`config.mk`:
```
export PLATFORM = sky130hd
export DESIGN_NAME = mvm_job_arbiter
export DESIGN_NICKNAME = d
export VERILOG_FILES = /design/src/rtl/mvm_job_arbiter_pkg.sv /design/src/rtl/mvm_job_arbiter_rr_arb2.sv /design/src/rtl/mvm_job_arbiter.sv
export SDC_FILE = /design/constraint.sdc
export NUM_CORES = 1
export LEC_CHECK = 0
export CAP_MARGIN = 20
export CORE_MARGIN = 1.5
export CORE_UTILIZATION = 33
export CTS_CLUSTER_DIAMETER = 200
export DETAILED_ROUTE_END_ITERATION = 12
export HOLD_SLACK_MARGIN = 0.05
export PLACE_DENSITY = 0.75
export SLEW_MARGIN = 15
export SYNTH_ARGS = -nofsm -noshare
export SYNTH_HDL_FRONTEND = slang
export SYNTH_SLANG_ARGS = --single-unit
export TNS_END_PERCENT = 100
```
`constraint.sdc`:
```
create_clock -name clk -period 2.1 [get_ports clk]
set_input_delay 0.315 -clock clk [delete_from_list [all_inputs] [get_ports clk]]
set_output_delay 0.315 -clock clk [all_outputs]
set_load 0.02 [all_outputs]
```
`src/rtl/mvm_job_arbiter_pkg.sv`:
```
// mvm_arb_pkg: shared types and sizing helpers for the MVM job arbiter.
//   arb_state_e : arbiter FSM state (IDLE -> LOAD -> DRAIN -> IDLE)
//   in_beats()  : input beats per job (matrix A row-major, then matrix B)
//   out_beats() : result beats per job
//   cnt_w()     : bit width of a counter that runs 0 .. n-1
package mvm_arb_pkg;

  typedef enum logic [1:0] {
    IDLE  = 2'd0,
    LOAD  = 2'd1,
    DRAIN = 2'd2
  } arb_state_e;

  function automatic int in_beats(input int nrows_a, input int ncols_a, input int ncols_b);
    return nrows_a * ncols_a + ncols_a * ncols_b;
  endfunction

  function automatic int out_beats(input int nrows_a, input int ncols_b);
    return nrows_a * ncols_b;
  endfunction

  function automatic int cnt_w(input int n);
    return (n <= 2) ? 1 : $clog2(n);
  endfunction

endpackage

```
`src/rtl/mvm_job_arbiter_rr_arb2.sv`:
```
// rr_arb2: combinational 2-way round-robin grant.
//   req_i[1:0]  : request per requester
//   rr_next_i   : requester favoured when both request
//   gnt_o[1:0]  : one-hot grant (all zero when nobody requests)
module rr_arb2 (
  input  logic [1:0] req_i,
  input  logic       rr_next_i,
  output logic [1:0] gnt_o
);

  always_comb begin
    gnt_o = 2'b00;
    case (req_i)
      2'b01:   gnt_o = 2'b01;
      2'b10:   gnt_o = 2'b10;
      2'b11:   gnt_o = rr_next_i ? 2'b10 : 2'b01;
      default: gnt_o = 2'b00;
    endcase
  end

endmodule

```
`src/rtl/mvm_job_arbiter.sv`:
```
// mvm_job_arbiter: shares one matrix-vector multiply engine between two
// requester streams, one complete job at a time, round-robin across jobs.
//
// Ports:
//   clk, reset                 clock, synchronous active-high reset
//   s0_*/s1_*                  requester input beats (valid/ready/data)
//   m0_*/m1_*                  result beats back to requesters (+overflow)
//   e_s_valid/e_data_in/e_s_ready     beats into the engine
//   e_m_valid/e_data_out/e_overflow/e_m_ready  results from the engine
//   owner       current or last grantee
//   busy        high while a job is loading or draining
//   proto_err   sticky: engine offered a result outside DRAIN
//   jobs_done   completed-job counter (wraps)
//   dbg_state_o FSM state for observation
//
// Handshake: a beat transfers on a cycle where valid and ready are both high
// at the rising clock edge; valid never depends on ready of the same port.
// LOAD and DRAIN are pure combinational passthroughs, so the arbiter adds no
// latency and holds no data.
module mvm_job_arbiter
  import mvm_arb_pkg::*;
#(
  parameter int NROWS_A = 3,
  parameter int NCOLS_A = 3,
  parameter int NCOLS_B = 1
) (
  input  logic        clk,
  input  logic        reset,
  input  logic        s0_valid,
  input  logic [7:0]  s0_data,
  output logic        s0_ready,
  input  logic        s1_valid,
  input  logic [7:0]  s1_data,
  output logic        s1_ready,
  output logic        m0_valid,
  output logic [15:0] m0_data,
  output logic        m0_overflow,
  input  logic        m0_ready,
  output logic        m1_valid,
  output logic [15:0] m1_data,
  output logic        m1_overflow,
  input  logic        m1_ready,
  output logic        e_s_valid,
  output logic [7:0]  e_data_in,
  input  logic        e_s_ready,
  input  logic        e_m_valid,
  input  logic [15:0] e_data_out,
  input  logic        e_overflow,
  output logic        e_m_ready,
  output logic        owner,
  output logic        busy,
  output logic        proto_err,
  output logic [15:0] jobs_done,
  output logic [1:0]  dbg_state_o
);

  localparam int IN_BEATS  = in_beats(NROWS_A, NCOLS_A, NCOLS_B);
  localparam int OUT_BEATS = out_beats(NROWS_A, NCOLS_B);
  localparam int IW        = cnt_w(IN_BEATS);
  localparam int OW        = cnt_w(OUT_BEATS);
  localparam logic [IW-1:0] IN_LAST  = IW'(IN_BEATS - 1);
  localparam logic [OW-1:0] OUT_LAST = OW'(OUT_BEATS - 1);

  arb_state_e    state_q, state_d;
  logic          owner_q, owner_d;
  logic          rr_next_q, rr_next_d;
  logic [IW-1:0] in_cnt_q, in_cnt_d;
  logic [OW-1:0] out_cnt_q, out_cnt_d;
  logic          proto_err_q, proto_err_d;
  logic [15:0]   jobs_done_q, jobs_done_d;
  logic [1:0]    gnt;

  rr_arb2 u_rr_arb2 (
    .req_i     ({s1_valid, s0_valid}),
    .rr_next_i (rr_next_q),
    .gnt_o     (gnt)
  );

  // Data paths are steered by owner unconditionally; only the valid/ready
  // strobes are gated by state.
  assign e_data_in = owner_q ? s1_data : s0_data;
  assign m0_data   = e_data_out;
  assign m1_data   = e_data_out;

  always_comb begin
    state_d     = state_q;
    owner_d     = owner_q;
    rr_next_d   = rr_next_q;
    in_cnt_d    = in_cnt_q;
    out_cnt_d   = out_cnt_q;
    jobs_done_d = jobs_done_q;
    e_s_valid   = 1'b0;
    s0_ready    = 1'b0;
    s1_ready    = 1'b0;
    m0_valid    = 1'b0;
    m1_valid    = 1'b0;
    m0_overflow = 1'b0;
    m1_overflow = 1'b0;
    e_m_ready   = 1'b0;
    // A result offered while not draining is a protocol fault; it is left
    // unconsumed because e_m_ready stays low.
    proto_err_d = proto_err_q | (e_m_valid & (state_q != DRAIN));

    case (state_q)
      IDLE: begin
        if (gnt != 2'b00) begin
          owner_d = gnt[1];
          state_d = LOAD;
        end
      end
      LOAD: begin
        e_s_valid = owner_q ? s1_valid : s0_valid;
        s0_ready  = ~owner_q & e_s_ready;
        s1_ready  = owner_q & e_s_ready;
        if (e_s_valid && e_s_ready) begin
          if (in_cnt_q == IN_LAST) begin
            in_cnt_d = '0;
            state_d  = DRAIN;
          end else begin
            in_cnt_d = in_cnt_q + 1'b1;
          end
        end
      end
      DRAIN: begin
        m0_valid    = ~owner_q & e_m_valid;
        m1_valid    = owner_q & e_m_valid;
        m0_overflow = m0_valid & e_overflow;
        m1_overflow = m1_valid & e_overflow;
        e_m_ready   = owner_q ? m1_ready : m0_ready;
        if (e_m_valid && e_m_ready) begin
          if (out_cnt_q == OUT_LAST) begin
            out_cnt_d   = '0;
            rr_next_d   = ~owner_q;
            jobs_done_d = jobs_done_q + 16'd1;
            state_d     = IDLE;
          end else begin
            out_cnt_d = out_cnt_q + 1'b1;
          end
        end
      end
      default: state_d = IDLE;
    endcase
  end

  always_ff @(posedge clk) begin
    if (reset) begin
      state_q     <= IDLE;
      owner_q     <= 1'b0;
      rr_next_q   <= 1'b0;
      in_cnt_q    <= '0;
      out_cnt_q   <= '0;
      proto_err_q <= 1'b0;
      jobs_done_q <= 16'd0;
    end else begin
      state_q     <= state_d;
      owner_q     <= owner_d;
      rr_next_q   <= rr_next_d;
      in_cnt_q    <= in_cnt_d;
      out_cnt_q   <= out_cnt_d;
      proto_err_q <= proto_err_d;
      jobs_done_q <= jobs_done_d;
    end
  end

  assign owner       = owner_q;
  assign busy        = (state_q != IDLE);
  assign proto_err   = proto_err_q;
  assign jobs_done   = jobs_done_q;
  assign dbg_state_o = state_q;

endmodule

```
# == Yosys cells after proc, flatten, opt, wreduce, memory -nomap -nowiden ==
# Index checks and enable logic that the tools add are counted.
# op_classes
n_bitwise,9
n_eq_ne,13
reduce_logical,10
n_addsub,3
n_mux,21
# op_table
operator,count
16-bit by 1-bit adder with 16-bit output (second input constant),1
2-bit 2-to-1 mux,7
2-bit != test (second input constant),6
2-bit case mux with 3 select lines,2
1-bit 2-to-1 mux,10
2-bit == test (second input constant),4
8-bit 2-to-1 mux,1
1-bit AND,7
2-bit AND reduction,3
5-bit AND reduction,1
4-bit by 1-bit adder with 4-bit output (second input constant),1
2-bit by 1-bit == test with 1-bit output (second input constant),2
4-bit == test (second input constant),1
4-bit 2-to-1 mux,1
2-bit nonzero test,2
3-bit AND reduction,1
2-bit by 1-bit adder with 2-bit output (second input constant),1
1-bit logical AND,2
2-bit logical NOT,1
1-bit inverter,1
1-bit OR,1
# totals
register_bits,27
wordCells,63
input_bits,41
out_inout_bits,69

# == Logic depth before layout (Yosys ltp) ==
# depth
ltp_word,5
ltp_mapped,6

# == Cells and area by module ==
# A second synthesis with hierarchy kept.
# unflattened
cells_unflattened,200
hier_area_um2,1690.4
# modules_own_cells
mod,seq_area_each_um2,area_per_inst_um2,cells_per_inst,instances
mvm_job_arbiter,540.5,1671.6,197,1
rr_arb2,0.0,18.8,3,1

# == Worst setup path before layout ==
# No wires, ideal clock.
# synth_path
path_kind,register to register
startpoint,"register owner_q, in the netlist owner"
endpoint,"register jobs_done_q[13], in the netlist jobs_done[13]"
path_slack_ns,0.155
period_less_slack_ns,1.945
setup_time_ns,0.070
t_required_ns,2.030
arrival_ns,1.874
path_buffers,2
path_stages_with_launch,7
path_cell_list,dfxtp_1 > buf_6 > mux2i_2 > or4_4 > buf_6 > or3_1 > a21oi_1
# synth_via
elab_chain_cells,3
# synth_rtl
element,line,text
"start, declared",mvm_job_arbiter.sv:65,"logic owner_q, owner_d;"
"start signal, assigned",mvm_job_arbiter.sv:156,owner_q <= owner_d;
1-bit 2-to-1 mux,mvm_job_arbiter.sv:129,e_m_ready = owner_q ? m1_ready : m0_ready;
1-bit logical AND,mvm_job_arbiter.sv:130,if (e_m_valid && e_m_ready) begin
3-bit AND reduction (no source line),--,
"end signal, assigned",mvm_job_arbiter.sv:161,jobs_done_q <= jobs_done_d;
"end, declared",mvm_job_arbiter.sv:70,"logic [15:0] jobs_done_q, jobs_done_d;"
# Every way passes these cells.
# A chain may end at the register's enable or synchronous reset.

# == Worst setup path after layout ==
# layout_path
startpoint,input m1_ready
endpoint,"register jobs_done_q[15], in the netlist jobs_done[15]"
# layout_via
elab_chain_cells,3
# layout_rtl
element,line,text
"start, declared",mvm_job_arbiter.sv:42,"input logic m1_ready,"
1-bit 2-to-1 mux,mvm_job_arbiter.sv:129,
1-bit logical AND,mvm_job_arbiter.sv:130,
3-bit AND reduction (no source line),--,
# Every way passes these cells.

==> run_summary.xml <==
<?xml version="1.0" encoding="UTF-8"?>
<metrics>
  <group name="status">
    <metric name="run_status" unit="">completed</metric>
  </group>
  <group name="die">
    <metric name="ioPinCount" unit="">110</metric>
    <metric name="std_cell_rows" unit="">25</metric>
    <metric name="die_h" unit="um">74.07</metric>
    <metric name="die_w" unit="um">74.07</metric>
    <metric name="design.die.area" unit="mm2">0.005486</metric>
    <metric name="initial_utilization" unit="%">34.82</metric>
    <metric name="placeableCoreArea" unit="mm2">0.004786</metric>
  </group>
  <group name="timing">
    <metric name="setup_viol" unit="">0</metric>
    <metric name="clock.fmax" unit="GHz">0.4981</metric>
    <metric name="max_slew_margin" unit="%">62.88</metric>
    <metric name="hold_slack" unit="ns">0.4863</metric>
    <metric name="final_max_slew_viol_count" unit="">0</metric>
    <metric name="hold_viol" unit="">0</metric>
    <metric name="clock-skew-final" unit="ns">0.009627</metric>
    <metric name="grt_setup_unrepaired" unit="">no</metric>
    <metric name="finalWorstPathRequiredPeriod" unit="ns">2.008</metric>
    <metric name="min_period_over_period" unit="%">95.60</metric>
    <metric name="timing_worst_slew_pin_value" unit="ns">0.5516</metric>
  </group>
  <group name="critical_path">
    <metric name="worst-r2r-setup-slack" unit="ns">0.17</metric>
    <metric name="crit_type" unit="">input pin to register</metric>
    <metric name="crit_path_from" unit="">m1_ready</metric>
    <metric name="critPathMaxFanout" unit="">10</metric>
    <metric name="startpoint_type" unit="">input pin</metric>
    <metric name="reg2reg_to" unit="">jobs_done[15]</metric>
    <metric name="required" unit="ns">2.30</metric>
    <metric name="crit_arrival" unit="ns">2.20</metric>
    <metric name="worstRegToRegCells" unit="">4</metric>
    <metric name="cp-end-kind" unit="">register</metric>
    <metric name="worstReg2RegStart" unit="">owner</metric>
  </group>
  <group name="yosys">
    <metric name="yosysMostFrequentCell" unit="">sky130_fd_sc_hd__buf_4</metric>
    <metric name="proportion_of_synthesized_area_in_mux_cells" unit="%">7.432</metric>
    <metric name="syn-num-nets" unit="">245</metric>
    <metric name="netlist_top_cells_area" unit="">sky130_fd_sc_hd__dfxtp_1, sky130_fd_sc_hd__buf_4, sky130_fd_sc_hd__mux2_2</metric>
    <metric name="postSynthCellCount" unit="">202</metric>
    <metric name="share_of_synthesized_area_occupied_by_flip_flops_and_latches" unit="%">32.43</metric>
    <metric name="yosys_warnings" unit="">0</metric>
    <metric name="synthArstFlopShare" unit="%">0</metric>
    <metric name="synth_top_cell_by_area" unit="">sky130_fd_sc_hd__dfxtp_1</metric>
    <metric name="synth.cell_area" unit="mm2">0.001667</metric>
    <metric name="dominant_combinational_cell_family_by_area_after_synthesis" unit="">simple AND/OR/NAND/NOR gates</metric>
    <metric name="synth_simple_gate_area_share" unit="%">26.43</metric>
    <metric name="synth_commonest_cells" unit="">sky130_fd_sc_hd__buf_4, sky130_fd_sc_hd__dfxtp_1, sky130_fd_sc_hd__nor2_1</metric>
    <metric name="synth-xor-area-share" unit="%">3.679</metric>
    <metric name="synthesized_area_fraction_occupied_by_ao_oa_aoi_and_oai_cells" unit="%">10.29</metric>
    <metric name="netlist.area_leader.share" unit="%">32.43</metric>
    <metric name="synth.ff_latch_count" unit="">27</metric>
    <metric name="post_synth.cell_area_avg" unit="um2">8.250</metric>
    <metric name="yosys.area_share.adder" unit="%">1.502</metric>
    <metric name="post_synth_num_cell_types" unit="">37</metric>
    <metric name="post_synth_edffs" unit="">0</metric>
    <metric name="synth-main-ff-cell" unit="">sky130_fd_sc_hd__dfxtp_1</metric>
  </group>
  <group name="clocking">
    <metric name="cts.hold.buffers_added" unit="">0</metric>
    <metric name="clk_root_buffer_cell" unit="">sky130_fd_sc_hd__clkbuf_8</metric>
    <metric name="tritoncts_num_sinks" unit="">27</metric>
    <metric name="clk_latency_worst_skew_pair" unit="ns">0.27</metric>
    <metric name="num_cts_buffers" unit="">3</metric>
    <metric name="post-cts-setup-buffers" unit="">0</metric>
    <metric name="tritoncts" unit="">yes</metric>
    <metric name="htreeDepth" unit="">1</metric>
    <metric name="cts.clk_slew.worst_paths" unit="ns">0.10</metric>
    <metric name="cts-root-to-sink-buffers" unit="">2</metric>
  </group>
  <group name="grt">
    <metric name="grt_max_degree" unit="">18</metric>
    <metric name="grt_pass1_vias" unit="">1484</metric>
    <metric name="initial_antenna_violation_count" unit="">0</metric>
    <metric name="track_usage" unit="%">14.58</metric>
    <metric name="grt_pass1_wl" unit="um">6382</metric>
    <metric name="globalRouteOverflowTotal" unit="">0</metric>
  </group>
  <group name="detailed_routing">
    <metric name="drc_errors" unit="">0</metric>
    <metric name="drtIter0Drc" unit="">61</metric>
    <metric name="detail_route.first_pass.iterations" unit="">4</metric>
    <metric name="post_drt_via_cell_ratio" unit="">4.873</metric>
    <metric name="wl_per_cell" unit="um">12.55</metric>
    <metric name="drt.antenna.violating_nets" unit="">0</metric>
    <metric name="dr_total_vias" unit="">1496</metric>
    <metric name="routed_wl" unit="um">3852</metric>
  </group>
  <group name="hold_path">
    <metric name="destination_of_the_worst_hold_path" unit="">out_cnt_q[0]</metric>
    <metric name="whs_path_depth" unit="">2</metric>
    <metric name="worst_hold_path_type" unit="">register to register</metric>
    <metric name="worstHoldStart" unit="">out_cnt_q[0]</metric>
  </group>
  <group name="pwr">
    <metric name="power_frac_comb" unit="%">17.6</metric>
    <metric name="irDropWorstVdd" unit="mV">0.2064</metric>
    <metric name="seq_power_share" unit="%">52.3</metric>
    <metric name="p_switching" unit="mW">0.2485</metric>
    <metric name="power_leakage" unit="nW">0.8743</metric>
    <metric name="power.clock.fraction" unit="%">30.1</metric>
    <metric name="intPower" unit="mW">0.7544</metric>
    <metric name="proportion_of_total_power_due_to_net_switching" unit="%">24.77</metric>
    <metric name="power.density_cell_area" unit="mW/mm2">442.9</metric>
    <metric name="totalPowerFinal" unit="mW">1.003</metric>
  </group>
  <group name="placed_design">
    <metric name="placedCellCount" unit="">303</metric>
    <metric name="placement.io_buffers" unit="">61</metric>
    <metric name="detailedPlacementHpwl" unit="um">2992</metric>
    <metric name="dpl-instance-area" unit="mm2">0.002181</metric>
    <metric name="globalplace.congestion" unit="">0.8656</metric>
  </group>
  <group name="final_layout">
    <metric name="fillers" unit="">450</metric>
    <metric name="final_nets" unit="">284</metric>
    <metric name="antenna_cells_inserted" unit="">0</metric>
    <metric name="share_of_final_layout_standard_cells_stronger_than_drive_strength_1" unit="%">13.75</metric>
    <metric name="syn_to_final_growth" unit="%">35.89</metric>
    <metric name="final_area" unit="mm2">0.002265</metric>
    <metric name="final_cells" unit="">307</metric>
    <metric name="finished_core_util" unit="%">47.32</metric>
  </group>
  <group name="flow_run">
    <metric name="max_cap_viol_count" unit="">0</metric>
  </group>
</metrics>
-- cell type report --
type | instances | area, um2 | area share (%)
Multi-Input combinational cell | 130 | 830.8 | 36.69
Clock inverter | 1 | 7.507 | 0.3315
Tap cell | 67 | 83.83 | 3.702
Inverter | 3 | 11.26 | 0.4972
Clock buffer | 3 | 41.29 | 1.823
Sequential cell | 27 | 541.8 | 23.92
Timing Repair Buffer | 76 | 748.2 | 33.04
-- cell families after synthesis --
family / count (synthesis)
flip-flops: 27
AND/OR/NAND/NOR: 80
adder cells (fa/ha/maj): 2
buffers and inverters: 45
multiplexers: 11
XOR/XNOR: 7
AO/OA/AOI/OAI: 30
-- how the worst max path moves through the flow --
stage                         end  slack [ns]
finish              jobs_done[15]        0.09
floorplan           jobs_done[13]        0.16
global route        jobs_done[15]        0.03
detailed placement  jobs_done[15]       -0.19
CTS                  e_data_in[2]       -0.02
global placement    jobs_done[15]       -0.14
-- sequential cells by signal, summed over array words and instances (netlist names) --
name and count:
jobs_done 16, in_cnt_q 4, dbg_state_o 2, out_cnt_q 2
owner 1, proto_err 1, rr_next_q 1
-- critical path, stage by stage --
cell and delay [ns]:
sky130_fd_sc_hd__clkdlybuf4s50_1 0.50, sky130_fd_sc_hd__mux2i_4 0.12, sky130_fd_sc_hd__or4_4 0.60, sky130_fd_sc_hd__or4_1 0.48, sky130_fd_sc_hd__a21oi_1 0.18
-- repair_timing --
| item | 4_1_cts | 5_1_grt |
|---|---|---|
| pin swaps | 0 | 0 |
| endpoints found under the setup margin | 14 | 11 |
| gates resized for setup | 5 | 14 |
-- layer usage --
metal  GRT usage [%]  wire length (um)
met4           4.733                26
met2           25.99              1842
met1           17.16              1706
met3           3.388               276
met5               0                 0
-- stage by stage --
step | worst slack, ns | TNS, ns
detailed placement | -0.1918 | -0.9904
CTS | -0.01845 | -0.1281
global route | 0.03418 | 0
finish | 0.09232 | 0
global placement | -0.1435 | -0.6859
floorplan | 0.1555 | 0
-- cell usage in the layout (no fill, tap or decap), types with 4 or more instances in the layout --
| cell | n |
|---|---|
| sky130_fd_sc_hd__a21oi_1 | 14 |
| sky130_fd_sc_hd__buf_4 | 14 |
| sky130_fd_sc_hd__clkdlybuf4s50_1 | 45 |
| sky130_fd_sc_hd__dfxtp_1 | 26 |
| sky130_fd_sc_hd__dlygate4sd2_1 | 5 |
| sky130_fd_sc_hd__dlymetal6s2s_1 | 11 |
| sky130_fd_sc_hd__mux2_2 | 8 |
| sky130_fd_sc_hd__nand2_1 | 9 |
| sky130_fd_sc_hd__nand3_1 | 8 |
| sky130_fd_sc_hd__nand4_1 | 4 |
| sky130_fd_sc_hd__nor2_1 | 18 |
| sky130_fd_sc_hd__nor3_1 | 9 |
| sky130_fd_sc_hd__nor4_1 | 5 |
| sky130_fd_sc_hd__o21ai_0 | 10 |
| sky130_fd_sc_hd__or3_1 | 9 |
| sky130_fd_sc_hd__xnor2_1 | 7 |
-- power groups by stage --
stage                     Sequential [mW]  Clock, mW  Combinational [mW]
after global routing                0.525      0.336               0.191
after detailed placement            0.535          0               0.180
after global placement              0.535          0               0.179
final                               0.524      0.302               0.177
after CTS                           0.523      0.310               0.179
after floorplan                     0.537          0               0.163
No activity file was read; power rests on OpenSTA's default activity.
